$ cat src/rtl/fir_out_requant.sv
// Output stage of the FIR: decimates, rounds half-up, saturates and buffers
// requantized samples in a show-ahead FIFO with sticky clip/drop flags.
module fir_out_requant #(
    parameter int IN_W  = 65,
    parameter int OUT_W = 16,
    parameter int SHIFT = 15,
    parameter int DECIM = 4,
    parameter int DEPTH = 8
) (
    input  logic                     clk,
    input  logic                     rst,
    input  logic                     in_valid,
    input  logic signed [IN_W-1:0]   in_data,
    input  logic                     out_ready,
    output logic                     out_valid,
    output logic [OUT_W-1:0]         out_data,
    output logic                     sat_flag,
    output logic                     ovf_flag,
    output logic [$clog2(DEPTH):0]   level
);

    localparam int AW    = $clog2(DEPTH);
    localparam int CNT_W = (DECIM > 1) ? $clog2(DECIM) : 1;
    localparam int RS    = (SHIFT > 0) ? SHIFT - 1 : 0;

    localparam logic signed [IN_W:0] RND   = (SHIFT > 0) ? ((IN_W+1)'(1) << RS) : '0;
    localparam logic signed [IN_W:0] MAX_V = {{(IN_W+2-OUT_W){1'b0}}, {(OUT_W-1){1'b1}}};
    localparam logic signed [IN_W:0] MIN_V = {{(IN_W+2-OUT_W){1'b1}}, {(OUT_W-1){1'b0}}};

    logic [CNT_W-1:0]        dec_cnt;
    logic                    keep;
    logic signed [IN_W:0]    ext;
    logic signed [IN_W:0]    rnd;
    logic signed [IN_W:0]    shf;
    logic [OUT_W-1:0]        q_data;
    logic                    clip;

    logic                    stg_valid;
    logic [OUT_W-1:0]        stg_data;

    logic [OUT_W-1:0]        mem [DEPTH];
    logic [AW-1:0]           wr_ptr;
    logic [AW-1:0]           rd_ptr;
    logic                    full;
    logic                    do_rd;
    logic                    do_wr;

    assign keep = in_valid && (dec_cnt == '0);

    // Sign-extend by one bit so the rounding add can never wrap.
    always_comb begin
        ext    = {in_data[IN_W-1], in_data};
        rnd    = ext + RND;
        shf    = rnd >>> SHIFT;
        q_data = shf[OUT_W-1:0];
        clip   = 1'b0;
        if (shf > MAX_V) begin
            q_data = MAX_V[OUT_W-1:0];
            clip   = 1'b1;
        end else if (shf < MIN_V) begin
            q_data = MIN_V[OUT_W-1:0];
            clip   = 1'b1;
        end
    end

    always_ff @(posedge clk or posedge rst) begin
        if (rst) begin
            dec_cnt <= '0;
        end else if (in_valid) begin
            if (dec_cnt == CNT_W'(DECIM - 1))
                dec_cnt <= '0;
            else
                dec_cnt <= dec_cnt + CNT_W'(1);
        end
    end

    always_ff @(posedge clk or posedge rst) begin
        if (rst) begin
            stg_valid <= 1'b0;
            stg_data  <= '0;
            sat_flag  <= 1'b0;
        end else begin
            stg_valid <= keep;
            if (keep) begin
                stg_data <= q_data;
                if (clip)
                    sat_flag <= 1'b1;
            end
        end
    end

    // A write into a full FIFO is only accepted when the head leaves on the same edge.
    assign full      = (level == (AW+1)'(DEPTH));
    assign out_valid = (level != '0);
    assign out_data  = out_valid ? mem[rd_ptr] : '0;
    assign do_rd     = out_valid && out_ready;
    assign do_wr     = stg_valid && (!full || do_rd);

    always_ff @(posedge clk) begin
        if (do_wr)
            mem[wr_ptr] <= stg_data;
    end

    always_ff @(posedge clk or posedge rst) begin
        if (rst) begin
            wr_ptr   <= '0;
            rd_ptr   <= '0;
            level    <= '0;
            ovf_flag <= 1'b0;
        end else begin
            if (do_wr)
                wr_ptr <= wr_ptr + AW'(1);
            if (do_rd)
                rd_ptr <= rd_ptr + AW'(1);
            case ({do_wr, do_rd})
                2'b10:   level <= level + (AW+1)'(1);
                2'b01:   level <= level - (AW+1)'(1);
                default: level <= level;
            endcase
            if (stg_valid && full && !do_rd)
                ovf_flag <= 1'b1;
        end
    end

endmodule

$ cat config.mk
export PLATFORM = sky130hd
export DESIGN_NAME = fir_out_requant
export DESIGN_NICKNAME = d
export VERILOG_FILES = /design/src/rtl/fir_out_requant.sv
export SDC_FILE = /design/constraint.sdc
export NUM_CORES = 1
export LEC_CHECK = 0
export ABC_AREA = 1
export BUFFER_PORTS_ARGS = -buffer_cell sky130_fd_sc_hd__buf_2
export CORE_MARGIN = 2
export CORE_UTILIZATION = 40
export CTS_CLUSTER_DIAMETER = 40
export DETAILED_ROUTE_END_ITERATION = 16
export SYNTH_ARGS = -nofsm -noshare
export SYNTH_HDL_FRONTEND = slang
export SYNTH_SLANG_ARGS = --single-unit
$ cat constraint.sdc
create_clock -name clk -period 5.3 [get_ports clk]
set_input_delay 0.53 -clock clk [delete_from_list [all_inputs] [get_ports clk]]
set_output_delay 0.53 -clock clk [all_outputs]
set_load 0.01 [all_outputs]
==> summary by stage <==
Outcome
The flow ran to the end, and the final reports show no timing, DRC or antenna violations.

Setup path
At the worst endpoint, the required time is 4.77 ns. STA classifies the critical path endpoint as an output pin. The critical path is of the reg2out type. Traced cell by cell, the critical path runs through buf_4, clkinv_1, buf_4, o21ai_0, o22ai_1, o21ai_0, a31oi_1, buf_2.

The arrival time of the worst setup path is 3.11 ns. The largest single stage delay on the critical path is 0.55 ns. The number of cells on the worst reg-to-reg path is 14. The worst register-to-register path has a setup slack of 2.80 ns.

The critical-path cell with the highest stage delay is sky130_fd_sc_hd__buf_4. The worst setup path is launched from a flip-flop. The critical-path maximum fanout is 67.

Timing
The achievable clock frequency is 275 MHz. The shortest period the worst path allows is 3.64 ns. The final number of hold-violating endpoints is 0. The final count of pins violating max slew is 0. The final setup violation count is 0.

The clock skew after layout is 0.0101 ns. The transition at the pin with the smallest max-transition slack is 1.09 ns. Summed over all failing endpoints, the final setup total negative slack is 0 ns. Setup repair after global routing left no endpoint under its margin. The final critical path takes up 68.6% of the cycle. The normalized max-slew margin is 27.1%.

Drt
The routed design has 21,400 um of wire. The number of nets still failing antenna checks after routing is 0. The average wire per cell in the routed design is 15.7 um.

The number of remaining DRC errors is 0. The detail-routed via count per cell is 5.02. The count of TritonRoute iterations in the first routing pass is 5.

The routed layout has 6,854 vias. The DRC violation total after the first TritonRoute iteration is 457.

Cells and area
The post-layout instance area is 0.00990 mm^2. The share of post-route cells with drive strength above 1 is 16.1%. For this run, the post-layout net count is 1,154.

The area used by multi-input combinational logic is 0.00357 mm^2. The most common cell after layout, fill and taps aside is sky130_fd_sc_hd__nand2_1. The storage element area is 0.00462 mm^2. The post-synthesis to final-layout area growth is 15.4%. The number of antenna diodes is 0.

Leaving out fill and tap cells, the most frequent cells in the layout are sky130_fd_sc_hd__nand2_1 (259), sky130_fd_sc_hd__nor2_1 (196), sky130_fd_sc_hd__edfxtp_1 (128). The filler cells instantiated in the layout total 2,019.

Floorplan
In this run the vertical extent of the chip is 150 um. The overall die area is 0.0226 mm^2. The core box area is 0.0210 mm^2. The die is 150 um wide.

For this configuration, the core starts out at a cell density of 40.8%. The number of core rows is 53. Pin placement for this block handled 92 I/O pins.

Clock tree
In this run the post-CTS setup repair buffer count came out at 0. The clock tree from TritonCTS is done. The cell sitting at the root of the clock tree is a sky130_fd_sc_hd__clkbuf_16. The clock-pin slew on the worst setup and hold paths is 0.06 ns. The clock drives 159 sinks.

The clock tree synthesis step divided the H-tree into 4 levels. The clock network latency to the later pin of the worst-skew pair is 0.42 ns. No sink is reached through more buffers than the 2 on the longest clock path.

Buffers inserted during clock tree synthesis total 17. The number of gates resized after CTS is 0. In this run, post-CTS hold repair placed 0 buffers.

Synth
The synthesized design contains 128 enable-type register cells. The multiplexer area fraction after synthesis is 0%. The number of standard cells after synthesis is 994. Sequential cells were found to cover 53.8% of the synthesized design area. The unique cell type count in the Yosys netlist is 39. In this run, synthesis produced a sequential element count of 159.

For this run, asynchronously set or reset flops after synthesis account for 19.5%. By area, the combinational part of the netlist is dominated by simple AND/OR/NAND/NOR gates. During synthesis, Yosys emitted a total of 0 warnings.

Summing the areas of all compound-gate instances in the mapped netlist gives 8.03% of the synthesized area. The predominant post-synthesis flop cell is sky130_fd_sc_hd__edfxtp_1. The synthesized area is 0.00858 mm^2. After Yosys synthesis, and, or, nand and nor cells account for 29.5% of the synthesized area.

The synthesized netlist devotes 2.64% of its cell area to XOR and XNOR gates. The total nets after synthesis is 1,072. The mean instance size in the synthesized netlist is 8.63 um^2.

Of the total synthesized cell area, the portion taken by full adders, half adders and majority gates is 1.40%.

Job
The count of max-cap constraint violations is 0.

Global route
The initial antenna violation count is 0. The first global-routing pass estimated 33,700 um of wire. The global-route usage over all layers is 19.8%. Entering global routing, the biggest net connects 68 pins. The number of global-route vias before repair was 6,278. The global-route congestion overflow total is 0.

Place
The number of I/O port buffers is 77. After legalization and detailed placement, the total HPWL measured 14,800 um. The cell area after placement is 0.00929 mm^2. The weighted congestion at the end of routability-driven global placement is 0.912.

Power and ir drop
The worst-case vdd ir drop is 0.261 mV. The analysis attributes to cell leakage a power of 4.03 nW. The areal power density over the cells is 464 mW/mm^2.

Worst hold path
The worst hold path belongs to the class in2async.
metrics by stage:
| step | power, W | cells | hold WS (ns) | setup WS (ns) | util (%) |
|---|---|---|---|---|---|
| global route | 0.00492 | 1364 | 0.212 | 1.31 | 47.1 |
| detailed placement | 0.00339 | 1332 | 0.469 | 2.05 | 44.2 |
| global placement | 0.00335 | 1332 | 0.449 | 2.09 | 44.2 |
| finish | 0.00459 | 1364 | 0.183 | 1.66 | 47.1 |
| floorplan | 0.00283 | 994 | 0.453 | 2.95 | - |
| CTS | 0.00465 | 1364 | 0.182 | 1.59 | 47.1 |
synth_stat cells (7+ instances only):
library cell | instances | area share (%)
sky130_fd_sc_hd__nor2_4 | 7 | 0.92
sky130_fd_sc_hd__a31oi_1 | 16 | 1.2
sky130_fd_sc_hd__nand3_1 | 29 | 1.7
sky130_fd_sc_hd__nor2_1 | 196 | 8.6
sky130_fd_sc_hd__edfxtp_1 | 128 | 45
sky130_fd_sc_hd__xnor2_1 | 9 | 0.92
sky130_fd_sc_hd__nor2_2 | 11 | 0.80
sky130_fd_sc_hd__nand3b_1 | 12 | 1.0
sky130_fd_sc_hd__inv_1 | 65 | 2.8
sky130_fd_sc_hd__clkbuf_1 | 23 | 1.0
sky130_fd_sc_hd__nand2_2 | 22 | 1.6
sky130_fd_sc_hd__o21ai_0 | 87 | 5.1
sky130_fd_sc_hd__xor2_1 | 15 | 1.5
sky130_fd_sc_hd__nand4_1 | 22 | 1.6
sky130_fd_sc_hd__dfrtp_1 | 31 | 9.0
sky130_fd_sc_hd__nand2_1 | 259 | 11
sky130_fd_sc_hd__o22ai_1 | 16 | 1.2
sky130_fd_sc_hd__ha_1 | 8 | 1.2
cell families (layout without fill, tap and decap cells):
group | Yosys count | count (layout)
AOI/OAI and AO/OA | 127 | 127
xor gates and xnor gates | 25 | 25
adders and majority gates | 9 | 9
buffers and inverters | 98 | 193
DFF | 159 | 159
and+or+nand+nor | 576 | 576
path summary, 6_finish.rpt:
kind	start	end
min in group clk	in_valid	dec_cnt[0]
max reg2reg	level[1]	level[3]
max	rd_ptr[0]	out_data[8]
min reg2reg	sat_flag	sat_flag
max in group asynchronous	rst	rd_ptr[0]
min	rst	level[0]
final cells by class:
type / count / share of cell area, %
clock buffers: 17 / 4.30
well taps: 275 / 3.47
repair buffers: 90 / 4.88
clock inverters: 15 / 1.96
inverters: 71 / 2.69
multi-input cells: 737 / 36.1
flip-flops and latches: 159 / 46.7
registers in the layout (all words and copies together), names as in the netlist:
name / cells
dec_cnt: 2
level: 4
mem: 128
ovf_flag: 1
rd_ptr: 3
sat_flag: 1
stg_data: 16
stg_valid: 1
wr_ptr: 3
metal layers:
layer  vias to the layer above  global-route usage (%)  wire length (um)  part of all wire (%)
met1                      3160                    27.0              9780                    46
met2                       187                    32.4             10200                    48
met3                        21                    3.55              1080                   5.0
met4                         0                    6.13               330                   1.5
li1                       3486                       -                 -                     -
met5                         -                       0                 0                     0
power breakdown:
part	internal (W)	switching, W
registers	0.00170	0.000209
clock network	0.000784	0.000474
logic	0.000485	0.000943
total	0.00297	0.00163
critical path, delay by kind of cell (launching register included):
kind,cells,cell delay (ns)
DFF,1,0.34
AOI/OAI and AO/OA,4,0.61
buffers and inverters,4,1.70
Power figures use the tool's default switching activity.
